[src/rtl/usrt_rx.sv]
// usrt_rx: synchronous serial receiver, one bit per CLOCK, no oversampling.
// Frame on SI: start (0), DATA_BITS data bits LSB first, stop (1); idle line is 1.
// Handshake: RX_VALID rises when a correctly framed byte lands in Rx_Data and
// stays high until the consumer pulses READ for one cycle. READ also clears
// OVERRUN and FRAME_ERR. A flag being set in the same cycle as READ stays set.
// dbg_state_o exposes the deframer state (HUNT=0, IDLE=1, DATA=2, STOP=3).
module usrt_rx #(
  parameter int DATA_BITS = 8
) (
  input  logic                 CLOCK,
  input  logic                 RESET,
  input  logic                 SI,
  input  logic                 READ,
  output logic [DATA_BITS-1:0] Rx_Data,
  output logic                 RX_VALID,
  output logic                 FRAME_ERR,
  output logic                 OVERRUN,
  output logic                 BUSY,
  output logic [1:0]           dbg_state_o
);

  localparam int CW = (DATA_BITS > 1) ? $clog2(DATA_BITS) : 1;

  typedef enum logic [1:0] {
    HUNT = 2'd0,
    IDLE = 2'd1,
    DATA = 2'd2,
    STOP = 2'd3
  } state_t;

  state_t               state_q, state_d;
  logic [DATA_BITS-1:0] shift_q, shift_d;
  logic [CW-1:0]        cnt_q, cnt_d;
  logic [DATA_BITS-1:0] data_q, data_d;
  logic                 valid_q, valid_d;
  logic                 ferr_q, ferr_d;
  logic                 ovr_q, ovr_d;
  logic                 busy_q, busy_d;

  // Next-state, datapath and flag logic; a completion or error overrides READ's clear
  always_comb begin
    state_d = state_q;
    shift_d = shift_q;
    cnt_d   = cnt_q;
    data_d  = data_q;
    valid_d = READ ? 1'b0 : valid_q;
    ferr_d  = READ ? 1'b0 : ferr_q;
    ovr_d   = READ ? 1'b0 : ovr_q;
    case (state_q)
      HUNT: begin
        // After reset or a framing error, wait for the line to go idle
        if (SI) state_d = IDLE;
      end
      IDLE: begin
        if (!SI) begin
          state_d = DATA;
          cnt_d   = '0;
        end
      end
      DATA: begin
        shift_d = {SI, shift_q[DATA_BITS-1:1]};
        if (cnt_q == CW'(DATA_BITS - 1)) state_d = STOP;
        else                             cnt_d   = cnt_q + CW'(1);
      end
      STOP: begin
        if (SI) begin
          data_d  = shift_q;
          valid_d = 1'b1;
          // Newest frame overwrites; an unread previous byte is an overrun
          if (valid_q && !READ) ovr_d = 1'b1;
          state_d = IDLE;
        end else begin
          ferr_d  = 1'b1;
          state_d = HUNT;
        end
      end
      default: state_d = HUNT;
    endcase
    busy_d = (state_d == DATA) || (state_d == STOP);
  end

  // State and output registers
  always_ff @(posedge CLOCK or posedge RESET) begin
    if (RESET) begin
      state_q <= HUNT;
      shift_q <= '0;
      cnt_q   <= '0;
      data_q  <= '0;
      valid_q <= 1'b0;
      ferr_q  <= 1'b0;
      ovr_q   <= 1'b0;
      busy_q  <= 1'b0;
    end else begin
      state_q <= state_d;
      shift_q <= shift_d;
      cnt_q   <= cnt_d;
      data_q  <= data_d;
      valid_q <= valid_d;
      ferr_q  <= ferr_d;
      ovr_q   <= ovr_d;
      busy_q  <= busy_d;
    end
  end

  assign Rx_Data     = data_q;
  assign RX_VALID    = valid_q;
  assign FRAME_ERR   = ferr_q;
  assign OVERRUN     = ovr_q;
  assign BUSY        = busy_q;
  assign dbg_state_o = state_q;

endmodule

[config.mk]
export PLATFORM = sky130hd
export DESIGN_NAME = usrt_rx
export DESIGN_NICKNAME = d
export VERILOG_FILES = /design/src/rtl/usrt_rx.sv
export SDC_FILE = /design/constraint.sdc
export NUM_CORES = 1
export LEC_CHECK = 0
export ABC_CLOCK_PERIOD_IN_PS = 1300
export CORE_ASPECT_RATIO = 0.7
export CORE_MARGIN = 2
export CORE_UTILIZATION = 47
export CTS_BUF_LIST = sky130_fd_sc_hd__clkbuf_4 sky130_fd_sc_hd__clkbuf_8
export CTS_CLUSTER_SIZE = 14
export DETAILED_ROUTE_END_ITERATION = 10
export PLACE_DENSITY = 0.77
export REMOVE_ABC_BUFFERS = 1
export SYNTH_ARGS = -nofsm -noshare
export SYNTH_HDL_FRONTEND = slang
export SYNTH_SLANG_ARGS = --single-unit
[constraint.sdc]
create_clock -name CLOCK -period 1.3 [get_ports CLOCK]
set_input_delay 0.39 -clock CLOCK [delete_from_list [all_inputs] [get_ports CLOCK]]
set_output_delay 0.39 -clock CLOCK [all_outputs]
set_load 0.01 [all_outputs]
Yosys cells after proc, flatten, opt, wreduce, memory -nomap -nowiden:

Cells that the tools add are included.

* register bits: 25
* input port bits: 4
* output and inout bits: 14

* $add $sub $neg: 1
* equality and inequality tests: 8
* mux-type cells: 18
* reductions and logical operators: 7

Operators with widths (count)
* 2-to-1 mux 1 bit: 11
* == test 2 bit (second input constant): 4
* one-hot mux 2 bit (4 select lines): 1
* 2-to-1 mux 2 bit: 3
* 2-to-1 mux 3 bit: 2
* one-hot mux 3 bit (2 select lines): 1
* != test 2 bit (second input constant): 2
* adder 3 x 1 -> 3 bit (second input constant): 1
* == test 3 bit (second input constant): 1
* AND reduction 3 bit: 1
* == test 2 x 1 -> 1 bit (second input constant): 1
* logical NOT 2 bit: 1
* AND reduction 2 bit: 1
* nonzero test 2 bit: 1
* logical AND 1 bit: 1
* logical NOT 1 bit: 1
* logical OR 1 bit: 1

Depth between registers and ports, before layout:

* word-level depth: 5
* gate-level depth with buffers: 5

Worst setup path before layout:

Ideal clock, no wire load.

* kind: reg-to-reg
* from: reg cnt_q[0]
* to: reg cnt_q[0]
* arrival time: 1198 ps
* data required time: 1181 ps
* path slack: -17 ps
* stages on the path, launching flop included: 6
* buffers on the path: 0
* cell sequence: dfrtp_1 ha_1 ha_1 nor2_1 mux2i_1 nor2_1

* cells in the longest elaborated chain, start to end: 3

RTL lines
* from (decl): RTL line 33 `logic [CW-1:0] cnt_q, cnt_d;`
* from (signal assigned): RTL line 96 `cnt_q <= cnt_d;`
* adder 3 x 1 -> 3 bit / == test 3 bit (equally long branches): RTL line 63, 62
* 2-to-1 mux 3 bit / != test 2 bit (equally long branches)
* one-hot mux 3 bit (2 select lines) / AND reduction 3 bit (equally long branches)

Parallel ways exist; a longest one is shown, timed or not. The select of a mux whose other input is x is not followed.
A chain may end at the register's enable or synchronous reset.

==> impl_results.md <==
* Outcome: finished clean
* H-Tree Level Count at 1
* Number of buffers added on ports at 17
* Delay-heaviest family, CP: flip-flops
* Warnings from Yosys at 0
* Tmin final at 1.28 ns
* Busiest layer in global routing: met2
* CP bufs+invs at 1
* RSZ-0062 raised after global routing: yes
* First-pass detailed-route iteration total at 4
* Area of the die at 0.00247 mm^2
* Height of the die at 42.2 um
* Remaining max-slew budget at the tightest pin at 79.2%
* Global-route wire length before repair at 3320 um
* Post-detailed-route via-to-cell ratio at 5.18
* Power Density at 1890 mW/mm^2
* Via count at 735
* Setup slack after layout at 0.0221 ns
* Distinct cells, synth at 18
* Gr usage total at 18.2%
* Sum of routed wire length over all layers at 1830 um
* Final hold viol count at 0
* Standard cell with the maximum stage delay on the critical path: dfrtp_1
* Cell Rows at 13
* Accumulated negative setup slack at 0 ns
* Final non-filler cell total at 142
* Final setup vio count at 0
* CTS Root Cell: clkbuf_4
* Reported max-cap violation count at 0
* Hold slack final at 0.373 ns
* Cell area after synthesis at 978 um^2
* M3 GR Usage at 6.79%
* Layout fillers at 157
* Worst Setup End Kind: output port
* Clock latency on the worst-skew pair at 0.32 ns
* Total I/O pin count at 18
* Worst hold-check path type: primary input to asynchronous set/reset pin
* Number of antenna diodes at 0
* Cell total after placement at 134
* CTS Hold Bufs at 0
* Pin count of the biggest net entering global routing at 25
* Met2 usage in global routing at 28.3%
* Number of global-route vias before repair at 732
* Static Leak at 0.678 nW
* Mean post-synth cell area at 11.0 um^2
* Number of buffers on the longest clock path at 2
* Highest ir drop seen on vdd at 1400 uV
* Total chip power at 0.00241 W
* Die span in x at 58.5 um
* Share of layout cells above drive strength 1 at 37.5%
* Nets at 127
* Delay contributed by the slowest stage of the critical path at 0.42 ns
* Fin Clk Skew at 0.00997 ns
* Post-route fraction of the period consumed by the critical path at 98.3%
* Antenna violations before repair at 0
* Crit path max fanout at 3
* Total overflow reported by the global router at 0
* Storage cell area at 601 um^2
* Slew at the pin closest to its max-slew limit at 0.312 ns
* Antenna Violating Nets Remaining at 0
* Layout overhead on the synthesized area at 30.1%
* Total area of multi-input combinational cells at 379 um^2
* DRC errors left at 0
* Critical path cell sequence: buf_2
* Leading cell types in the layout, fill and taps excluded: nand2_1, dfrtp_1, buf_2
* Area of the core region at 0.00190 mm^2
* Iteration-0 DRC count of the detailed router at 21
* Worst slack at placement at -0.327 ns
* Timing-limited maximum frequency at 783 MHz
* Crit start category: flop
* Clk slew on worst S/H paths at 0.13 ns
* Starting density of the core at 51.4%
* TritonCTS clock tree: yes
* CTS buffer count at 3
* Gp weighted congestion at 0.836
* Post-synthesis register bit count at 24
* Number of sinks on the clock net at 24
* Arr. time, crit path at 0.89 ns
* Number of cells produced by synthesis at 89
* Routed len/inst at 12.9 um
* Critical path required time at 0.91 ns
* Sequential cell area fraction in the yosys report at 61.4%
* Met1 Usage GRT at 23.4%
* Detailed Place HPWL at 1260 um
* Total count of max-transition violations in the final report at 0
* Most common cell after layout, fill and taps aside: nand2_1
* Startpoint-to-endpoint class of the critical path: flop to output port
## report_power, final
part           total [W]  switching, W  internal [W]  leakage [nW]
Combinational   0.000867      0.000421      0.000446         0.344
Clock           0.000391      0.000220      0.000171        0.0210
Sequential       0.00115      0.000156      0.000996         0.314
## worst register-to-register path, delay by kind of cell, from the launching register on
| kind | cells | cell delay, ns |
|---|---|---|
| simple gates | 1 | 0.08 |
| flops | 1 | 0.41 |
| compound gates | 1 | 0.25 |
| fa+ha+maj | 2 | 0.40 |
## synthesized netlist by cell type, drive strengths merged
cell type  count  share of area (%)
nand2         29                 11
ha             2                2.6
and2b          1               0.77
dfrtp         24                 61
or2b           1               0.77
buf            4                2.6
o32ai          2                1.8
a41oi          1               0.90
nor2           5                1.9
inv            3                1.2
a21oi          3                1.5
o21ai          2                1.0
o22ai          1               0.64
mux2           8                9.2
nand3          1                1.0
mux2i          1                1.0
nand2b         1               0.64
## area by class of cell
type | count | share of cell area [%]
Timing Repair Buffer | 31 | 17.1
Clock buffer | 4 | 2.85
Sequential cell | 24 | 47.2
Multi-Input combinational cell | 58 | 29.8
Inverter | 3 | 0.885
Tap cell | 22 | 2.16
## layer usage
metal	share of wire, %	up-vias	wire length (um)
met3	8.2	2	149
met1	45	352	831
met5	0	-	0
met4	0.66	0	12
met2	46	25	833
li1	-	356	-
## path summary, 6_finish.rpt
| check | startpoint | to | slack (ns) | cells past startpoint |
|---|---|---|---|---|
| setup / recovery | BUSY | dbg_state_o[1] | 0.02 | 1 |
| hold / removal | RESET | shift_q[1] | 0.37 | 3 |
| setup reg to reg | cnt_q[0] | cnt_q[2] | 0.04 | 4 |
| hold reg to reg | shift_q[4] | shift_q[3] | 0.50 | 2 |
| max in group asynchronous | RESET | cnt_q[1] | 0.78 | 3 |
| min in group CLOCK | shift_q[4] | shift_q[3] | 0.50 | 2 |
## through the flow
stage,cell area [um^2],util [%]
final,1270,66.9
after global routing,1270,66.9
after CTS,1260,66.1
after detailed placement,1240,65.1
after global placement,1240,65.1
after floorplan,953,-
## timing repair
action | in CTS | in global routing
buffers inserted | 3 | 1
pin swaps | 1 | 1
gates cloned | 0 | 0
resized for setup | 62 | 1
endpoints found under the setup margin | 17 | 13
## flip-flops by register name, summed over array words and instances, names as in the netlist
register,flops
shift_q,8
OVERRUN,1
dbg_state_o,1
Rx_Data,8
cnt_q,3
BUSY,1
RX_VALID,1
FRAME_ERR,1
## logic make-up after synthesis
group,count (synthesis),share of synthesized area (%)
flip-flops,24,61.4
AND/OR/NAND/NOR,38,16.2
AO/OA/AOI/OAI,9,5.88
multiplexers,9,10.2
adder cells (fa/ha/maj),2,2.56
buffers and inverters,7,3.71
(Power assumes the default switching activity.)
